[src/rtl/cv32e40p_ft_pkg.sv]
// Shared types and helpers for the fault-tolerant cv32e40p fault manager.
// Replica ids are 0..2; voter flag err_detected_<k+1> belongs to replica k.
package cv32e40p_ft_pkg;

  typedef enum logic [1:0] {
    TRIPLE = 2'd0,
    DUAL   = 2'd1,
    FAIL   = 2'd2
  } ft_state_e;

  typedef logic [1:0] replica_id_t;

  // Surviving replica ids in ascending order, packed as {sel_a, sel_b}.
  function automatic logic [3:0] survivors(input replica_id_t faulty);
    logic [3:0] ids;
    case (faulty)
      2'd0:    ids = {2'd1, 2'd2};
      2'd1:    ids = {2'd0, 2'd2};
      default: ids = {2'd0, 2'd1};
    endcase
    return ids;
  endfunction

endpackage

[src/rtl/cv32e40p_ft_err_counter.sv]
// Leaky saturating per-replica error counter.
// cnt_o is the post-update value, so the threshold compare sees this cycle's event.
module cv32e40p_ft_err_counter #(
  parameter int CNT_W = 4
) (
  input  logic             clk_i,
  input  logic             rst_i,
  input  logic             clr_i,
  input  logic             inc_i,
  input  logic             dec_i,
  input  logic             freeze_i,
  output logic [CNT_W-1:0] cnt_o
);

  logic [CNT_W-1:0] cnt_q;
  logic [CNT_W-1:0] cnt_d;

  // An increment always beats a decay tick landing in the same cycle.
  always_comb begin
    cnt_d = cnt_q;
    if (clr_i) begin
      cnt_d = '0;
    end else if (!freeze_i) begin
      if (inc_i) begin
        if (cnt_q != {CNT_W{1'b1}}) cnt_d = cnt_q + CNT_W'(1);
      end else if (dec_i && (cnt_q != '0)) begin
        cnt_d = cnt_q - CNT_W'(1);
      end
    end
  end

  always_ff @(posedge clk_i or posedge rst_i) begin
    if (rst_i) cnt_q <= '0;
    else       cnt_q <= cnt_d;
  end

  assign cnt_o = cnt_d;

endmodule

[src/rtl/cv32e40p_ft_fault_manager.sv]
// Consumes majority-voter error flags, retires a persistently faulty replica
// by switching the voter to two-input mode, and flags exhaustion as sticky fatal.
module cv32e40p_ft_fault_manager
  import cv32e40p_ft_pkg::*;
#(
  parameter int CNT_W     = 4,
  parameter int THRESHOLD = 8,
  parameter int DECAY_W   = 10,
  parameter int TOT_W     = 16
) (
  input  logic             clk_i,
  input  logic             rst_i,
  input  logic             err_valid_i,
  input  logic             err_detected_1_i,
  input  logic             err_detected_2_i,
  input  logic             err_detected_3_i,
  input  logic             err_corrected_i,
  input  logic             clear_i,
  output logic             only_two_o,
  output logic [2:0]       disable_o,
  output logic [1:0]       sel_a_o,
  output logic [1:0]       sel_b_o,
  output logic             uncorr_o,
  output logic             fatal_o,
  output logic [TOT_W-1:0] tot_corr_o,
  output logic [1:0]       state_o
);

  ft_state_e        state_q, state_d;
  logic [2:0]       disable_q, disable_d;
  replica_id_t      sel_a_q, sel_a_d, sel_b_q, sel_b_d;
  logic             uncorr_q, uncorr_d;
  logic [TOT_W-1:0] tot_q, tot_d;
  logic [DECAY_W-1:0] timer_q;

  logic [2:0]       flags, inc, hit;
  logic [CNT_W-1:0] cnt [3];
  logic             all_three, decay, two_plus;
  replica_id_t      faulty;

  assign flags     = {err_detected_3_i, err_detected_2_i, err_detected_1_i};
  assign all_three = &flags;
  assign decay     = &timer_q;
  assign inc       = (err_valid_i && (state_q == TRIPLE) && !all_three) ? flags : 3'b000;

  for (genvar k = 0; k < 3; k++) begin : g_cnt
    cv32e40p_ft_err_counter #(.CNT_W(CNT_W)) u_cnt (
      .clk_i    (clk_i),
      .rst_i    (rst_i),
      .clr_i    (clear_i),
      .inc_i    (inc[k]),
      .dec_i    (decay),
      .freeze_i (disable_q[k]),
      .cnt_o    (cnt[k])
    );
    assign hit[k] = (cnt[k] >= CNT_W'(THRESHOLD));
  end

  assign two_plus = (hit[0] & hit[1]) | (hit[0] & hit[2]) | (hit[1] & hit[2]);
  assign faulty   = hit[0] ? 2'd0 : (hit[1] ? 2'd1 : 2'd2);

  always_comb begin
    state_d   = state_q;
    disable_d = disable_q;
    sel_a_d   = sel_a_q;
    sel_b_d   = sel_b_q;
    uncorr_d  = 1'b0;
    tot_d     = tot_q;
    if (clear_i) begin
      state_d   = TRIPLE;
      disable_d = 3'b000;
      sel_a_d   = 2'd0;
      sel_b_d   = 2'd1;
      tot_d     = '0;
    end else begin
      case (state_q)
        TRIPLE: begin
          if (err_valid_i && all_three) uncorr_d = 1'b1;
          if (err_valid_i && err_corrected_i && !all_three && (tot_q != '1))
            tot_d = tot_q + TOT_W'(1);
          if (two_plus) begin
            state_d = FAIL;
          end else if (|hit) begin
            state_d              = DUAL;
            disable_d            = hit;
            {sel_a_d, sel_b_d}   = survivors(faulty);
          end
        end
        // With only two voters left a mismatch cannot be attributed.
        DUAL: begin
          if (err_valid_i && (err_detected_1_i || err_detected_2_i)) begin
            state_d  = FAIL;
            uncorr_d = 1'b1;
          end
        end
        default: ;
      endcase
    end
  end

  always_ff @(posedge clk_i or posedge rst_i) begin
    if (rst_i) begin
      state_q   <= TRIPLE;
      disable_q <= 3'b000;
      sel_a_q   <= 2'd0;
      sel_b_q   <= 2'd1;
      uncorr_q  <= 1'b0;
      tot_q     <= '0;
      timer_q   <= '0;
    end else begin
      state_q   <= state_d;
      disable_q <= disable_d;
      sel_a_q   <= sel_a_d;
      sel_b_q   <= sel_b_d;
      uncorr_q  <= uncorr_d;
      tot_q     <= tot_d;
      timer_q   <= clear_i ? '0 : timer_q + DECAY_W'(1);
    end
  end

  assign only_two_o = (state_q != TRIPLE);
  assign fatal_o    = (state_q == FAIL);
  assign disable_o  = disable_q;
  assign sel_a_o    = sel_a_q;
  assign sel_b_o    = sel_b_q;
  assign uncorr_o   = uncorr_q;
  assign tot_corr_o = tot_q;
  assign state_o    = state_q;

endmodule

[config.mk]
export PLATFORM = sky130hd
export DESIGN_NAME = cv32e40p_ft_fault_manager
export DESIGN_NICKNAME = d
export VERILOG_FILES = /design/src/rtl/cv32e40p_ft_pkg.sv /design/src/rtl/cv32e40p_ft_err_counter.sv /design/src/rtl/cv32e40p_ft_fault_manager.sv
export SDC_FILE = /design/constraint.sdc
export NUM_CORES = 1
export LEC_CHECK = 0
export BUFFER_PORTS_ARGS = -buffer_cell sky130_fd_sc_hd__buf_4
export CAP_MARGIN = 25
export CORE_MARGIN = 8
export CORE_UTILIZATION = 50
export CTS_BUF_LIST = sky130_fd_sc_hd__clkbuf_4 sky130_fd_sc_hd__clkbuf_8 sky130_fd_sc_hd__clkbuf_16
export DETAILED_ROUTE_END_ITERATION = 8
export PLACE_DENSITY = 0.71
export SYNTH_ARGS = -nofsm -noshare
export SYNTH_HDL_FRONTEND = slang
export SYNTH_SLANG_ARGS = --single-unit
[constraint.sdc]
create_clock -name clk_i -period 3.25 [get_ports clk_i]
set_input_delay 0.65 -clock clk_i [delete_from_list [all_inputs] [get_ports clk_i]]
set_output_delay 0.65 -clock clk_i [all_outputs]
set_load 0.02 [all_outputs]
==> results of run 1 <==
-- cells in the final DEF, fill, tap and decap left out, types with 3 or more instances in the layout --
cell type	count
nor3_1	4
nand2_1	21
a21oi_1	13
xnor2_1	10
inv_1	18
clkbuf_8	5
nor2b_1	4
a211o_1	3
dfrtp_1	45
a31oi_1	4
xor2_1	13
ha_1	8
a211oi_1	3
and2_1	3
nor2_1	38
nand3_1	21
buf_4	35
and3_1	4
a41oi_1	4
o22ai_1	3
o21ai_0	11
nand4_1	8
or3_1	6
o211ai_1	3
-- cells by family after synthesis --
group           Yosys count  synth area share, %
buf+inv                  33                5.502
xor+xnor                 23                7.321
mux                       4                1.546
fa+ha+maj                 8                3.638
flops                    46                41.88
other cells               1               0.1363
compound gates           65                17.65
simple gates            122                22.33
-- stage by stage --
stage	instances	utilization [%]	area [um2]
floorplan	302	-	2751
finish	404	58.33	3153
detailed placement	395	55.95	3024
global placement	395	55.95	3024
global route	404	58.33	3153
CTS	403	57.96	3133
-- worst register-to-register path: stages (launching register included) --
cell	delay, ns
dfrtp_1	0.46
inv_1	0.07
ha_1	0.24
nor4_1	0.27
a41oi_1	0.15
a41o_1	0.25
a2111oi_4	0.61
nand2_2	0.14
a211o_1	0.31
o211a_1	0.12
-- registers in the layout (all words and copies together) (netlist names) --
register,count
disable_o,2
g_cnt.u_cnt.cnt_q,12
sel_a_o,1
sel_b_o,2
state_o,2
timer_q,10
tot_corr_o,16
uncorr_o,1
-- worst paths after layout --
check,startpoint,end,slack (ns),cells past startpoint
max in group asynchronous,rst_i,sel_b_o[0]$_DFFE_PP1P_,2.35,3
min in group clk_i,timer_q[0]$_DFF_PP0_,timer_q[0]$_DFF_PP0_,0.46,1
setup reg to reg,g_cnt[2].u_cnt.cnt_q[0]$_DFF_PP0_,sel_b_o[1]$_DFFE_PP0P_,0.52,9
hold / removal,rst_i,tot_corr_o[6]$_DFFE_PP0P_,0.34,2
hold reg to reg,timer_q[0]$_DFF_PP0_,timer_q[0]$_DFF_PP0_,0.46,1
setup / recovery,g_cnt[2].u_cnt.cnt_q[0]$_DFF_PP0_,sel_b_o[1]$_DFFE_PP0P_,0.52,9
-- routing by layer --
metal | vias to the layer above | part of all wire [%]
li1 | 1132 | -
met1 | 1129 | 46
met2 | 48 | 48
met3 | 6 | 5.2
met4 | 0 | 1.1
met5 | - | 0
-- power breakdown --
group / internal (mW) / switching [mW] / leakage, nW
Sequential: 0.629 / 0.0945 / 0.630
Combinational: 0.226 / 0.304 / 0.707
Clock: 0.226 / 0.193 / 0.0579
Total: 1.08 / 0.592 / 1.39
-- final cells by class --
type                            instances  area [um2]
Sequential cell                        46        1152
Clock inverter                          3       40.04
Tap cell                               72       90.09
Clock buffer                            5       68.82
Fill cell                             495        2252
Inverter                               19       71.32
Multi-Input combinational cell        223        1448
Timing Repair Buffer                   36       282.8
==> flow_metrics.tcl, run 1 <==
set metrics [dict create \
    synth_area_leader_cell "dfrtp_1" \
    fin_crit_ns 2.727 \
    async_flop_share_pct 100.0 \
    fin_ws_ns 0.5227 \
    cts_buffer_depth 2 \
    std_cell_rows 27 \
    wl_um 5855 \
    grt_pass1_wl_um 10270 \
    post_cts_buffers 0 \
    fin_hold_ws_ns 0.3432 \
    critical_path_arrival_ns 2.92 \
    antenna_found_initial 0 \
    critPathBufInv 1 \
    critPathTopFamily "compound AO/OA/AOI/OAI gates" \
    met1_usage_pct 18.15 \
    use_met2_pct 24.48 \
    fmax_ghz 0.3667 \
    clock_latency_ns 0.30 \
    path_max_fanout 8 \
    synth-seq-cells 46 \
    maxSlewViolCount 0 \
    routedWlPerCell_um 14.49 \
    yosysMostFrequentCell "dfrtp_1" \
    met3_usage_pct 4.323 \
    layout-drive-gt1-share_pct 17.47 \
    tns_ns 0 \
    vdd_drop_max_uv 406.2 \
    status "finished, final reports clean" \
    powerDensity_mw_per_mm2 530.9 \
    syn_to_final_growth_pct 14.60 \
    rsz0062_at_grt "no" \
    core-area_mm2 0.005405 \
    clock_skew_ns 0.004338 \
    first_pass_iters 4 \
    grt.busiest_layer "met2" \
    dpl.hpwl_um 4136 \
    synth_area_mm2 0.002751 \
    setup_violations 0 \
    synth_fp_nets 318 \
    crit_path_end_kind "flip-flop" \
    tightest_slew_ns 0.5815 \
    grtUsageTotal_pct 14.81 \
    synth_top_area_share_pct 40.93 \
    p_leak_nw 1.395 \
    relSlewSlack_pct 61.23 \
    critPathKind "reg -> reg" \
    cts_tree "yes" \
    yosysWarnings 0 \
    vias 2315 \
    overflow 0 \
    cp-start-kind "flip-flop" \
    cts_num_sinks 46 \
    cts_buffers 5 \
    cts.repair.resized 0 \
    routed_via_density 5.730 \
    boundaryPins 36 \
    synthFlopType "dfrtp_1" \
    cap_violations 0 \
    min_path_type "in -> async" \
    crit_path_cell_trace "inv_1, ha_1, nor4_1, a41oi_1, a41o_1, a2111oi_4, nand2_2, a211o_1, o211a_1" \
    fp.dieArea_mm2 0.008132 \
    syn_area_per_cell_um2 9.111 \
    synth-edff-count 0 \
    seq_area_frac_synth_pct 41.88 \
    total_power_mw 1.674 \
    cp_slowest_cell "a2111oi_4" \
    synthTopCellsByCount "dfrtp_1 (45), nor2_1 (38), nand2_1 (21), nand3_1 (21), inv_1 (19)" \
    drtIter0Drc 166 \
    fin_crit_sh_pct 83.92 \
    start_util_pct 50.90 \
    slowest_delay_ns 0.61 \
    gp_congestion 0.8458 \
    clk_pin_slew_ns 0.08 \
    antenna-diode-count 0 \
    fin_nets 347 \
    htree_levels 2 \
    finalHoldViolCount 0 \
    pre_cts_slack_ns 0.5361 \
    synth_cells 302 \
    ctsHoldBuffers 0 \
    synthTopCellsByArea "dfrtp_1 (41%), nor2_1 (5.2%), xor2_1 (4.1%), nand3_1 (3.8%), ha_1 (3.6%)" \
    ant_nets 0 \
    grt_pass1_vias 2251 \
    io_buffer_count 34 \
    clk_root_buffer_cell "clkbuf_8" \
    grt_start_max_net_pins 47 \
    die_w_um 90.18 \
    dieHeight_um 90.18 \
    required_ns 3.44 \
    ys_types 57 \
    drc 0 \
]
Power figures use the tool's default switching activity.
==> inputs of run 2 (changes only) <==
- clock period: 3.25 -> 2.7 ns (I/O delays scaled with it)
==> flow_metrics.tcl, run 2 (synthesis gave the netlist of run 1 again) <==
set metrics [dict create \
    antenna_found_initial 0 \
    final_common_cell "dfrtp_1" \
    start_util_pct 50.90 \
    grtUsageTotal_pct 14.64 \
    rrSetupSlack_ns 0.19 \
    cp_slowest_cell "a2111oi_4" \
    ant_nets 0 \
    cts_tree "yes" \
    fin_crit_ns 2.510 \
    rsz0062_at_grt "no" \
    pwr-share-seq_pct 41.8 \
    cap_violations 0 \
    cts_num_sinks 46 \
    min_path_type "in -> async" \
    grt_pass1_wl_um 10230 \
    clk_pin_slew_ns 0.09 \
    core-area_mm2 0.005405 \
    wl_um 5932 \
    first_pass_iters 4 \
    die_w_um 90.18 \
    grt_pass1_vias 2230 \
    routed_via_density 5.639 \
    clock_latency_ns 0.30 \
    clkPwrFrac_pct 25.4 \
    htree_levels 2 \
    cts_buffers 5 \
    io_buffer_count 34 \
    dp.cells 402 \
    fin_crit_sh_pct 92.95 \
    path_max_fanout 5 \
    vdd_drop_max_uv 513.1 \
    cp-start-kind "flip-flop" \
    largest_reg_flops 16 \
    critical_path_arrival_ns 2.70 \
    layout-drive-gt1-share_pct 18.93 \
    tns_ns 0 \
    drtIter0Drc 141 \
    cts_buffer_depth 2 \
    powerDensity_mw_per_mm2 643.2 \
    required_ns 2.89 \
    critPathTopFamily "compound AO/OA/AOI/OAI gates" \
    crit_path_cell_trace "inv_1, ha_1, nor4_1, a41oi_1, a41o_1, a2111oi_4, nand2_2, a211o_1, o211a_1" \
    std_cell_rows 27 \
    grt_start_max_net_pins 43 \
    ctsHoldBuffers 0 \
    final_cell_mix "dfrtp_1 (45), buf_4 (42), nor2_1 (38)" \
    fmax_ghz 0.3984 \
    setup_violations 0 \
    dieHeight_um 90.18 \
    vias 2312 \
    fp.dieArea_mm2 0.008132 \
    crit_path_end_kind "flip-flop" \
    routedWlPerCell_um 14.47 \
    clock_skew_ns 0.004878 \
    p_comb_share_pct 32.9 \
    maxSlewViolCount 0 \
    clk_root_buffer_cell "clkbuf_8" \
    syn_to_final_growth_pct 15.96 \
    dpl.hpwl_um 4296 \
    overflow 0 \
    drc 0 \
    status "finished, final reports clean" \
    swShare_pct 34.90 \
    fin_nets 353 \
    switchingPower_mw 0.7163 \
    p_leak_nw 1.418 \
    slowest_delay_ns 0.46 \
    critPathBufInv 1 \
    boundaryPins 36 \
    critPathKind "reg -> reg" \
    antenna-diode-count 0 \
    finalHoldViolCount 0 \
    p_int_mw 1.336 \
    gp_congestion 0.8424 \
    final_cells 410 \
]
==> run 2: cell count changes in the layout (fill, tap and decap cells not counted), sizes merged <==
cell / previous run / this run
clkinv: 2 / 0
buf: 36 / 42
clkinvlp: 0 / 1
clkbuf: 5 / 6
==> run 2: worst paths after layout <==
path,from,to,cells past startpoint
min reg2reg,timer_q[0]$_DFF_PP0_,timer_q[0]$_DFF_PP0_,1
max reg2reg,g_cnt[2].u_cnt.cnt_q[1]$_DFF_PP0_,sel_b_o[1]$_DFFE_PP0P_,9
max in group asynchronous,rst_i,sel_b_o[0]$_DFFE_PP1P_,3
min in group clk_i,timer_q[0]$_DFF_PP0_,timer_q[0]$_DFF_PP0_,1
min,rst_i,timer_q[6]$_DFF_PP0_,2
max,g_cnt[2].u_cnt.cnt_q[1]$_DFF_PP0_,sel_b_o[1]$_DFFE_PP0P_,9
==> run 2: cell type report <==
type                    count  area (um2)
inverters                  19       71.32
fillers                   499        2215
well taps                  72       90.09
clock buffers               6       76.32
multi-input cells         223        1448
repair buffers             42       315.3
clock inverters             2       37.54
flip-flops and latches     46        1152
==> run 2: metrics by stage <==
step	total power, mW	util (%)	setup slack (ns)	instance area [um2]	hold WS (ns)
final	2.052	59.03	0.1902	3191	0.1897
after floorplan	1.340	-	0.2206	2751	0.4248
after global routing	2.182	59.03	0.01735	3191	0.2091
after global placement	1.534	56.92	0.2038	3077	0.4381
after detailed placement	1.545	56.92	0.1659	3077	0.4509
after CTS	2.071	59.03	0.1318	3191	0.2022
==> run 2: routing by layer <==
layer	GRT usage [%]	part of all wire (%)	wire length, um	up-vias
met5	0	0	0	-
met3	4.239	6.1	359	6
met2	24.11	46	2749	56
met4	3.883	0.89	53	0
li1	-	-	-	1136
met1	18.25	47	2770	1114
==> run 2: timing repair <==
item                                    in CTS  in global routing
buffers inserted                             0                  0
gates resized for setup                      0                  0
endpoints found under the setup margin       0                  2
==> run 2: power groups by stage <==
| stage | clock network (mW) | logic [mW] | registers, mW |
|---|---|---|---|
| after floorplan | 0 | 0.465 | 0.875 |
| after global placement | 0 | 0.665 | 0.869 |
| after detailed placement | 0 | 0.677 | 0.869 |
| after CTS | 0.537 | 0.679 | 0.856 |
| after global routing | 0.561 | 0.750 | 0.871 |
| final | 0.520 | 0.675 | 0.857 |
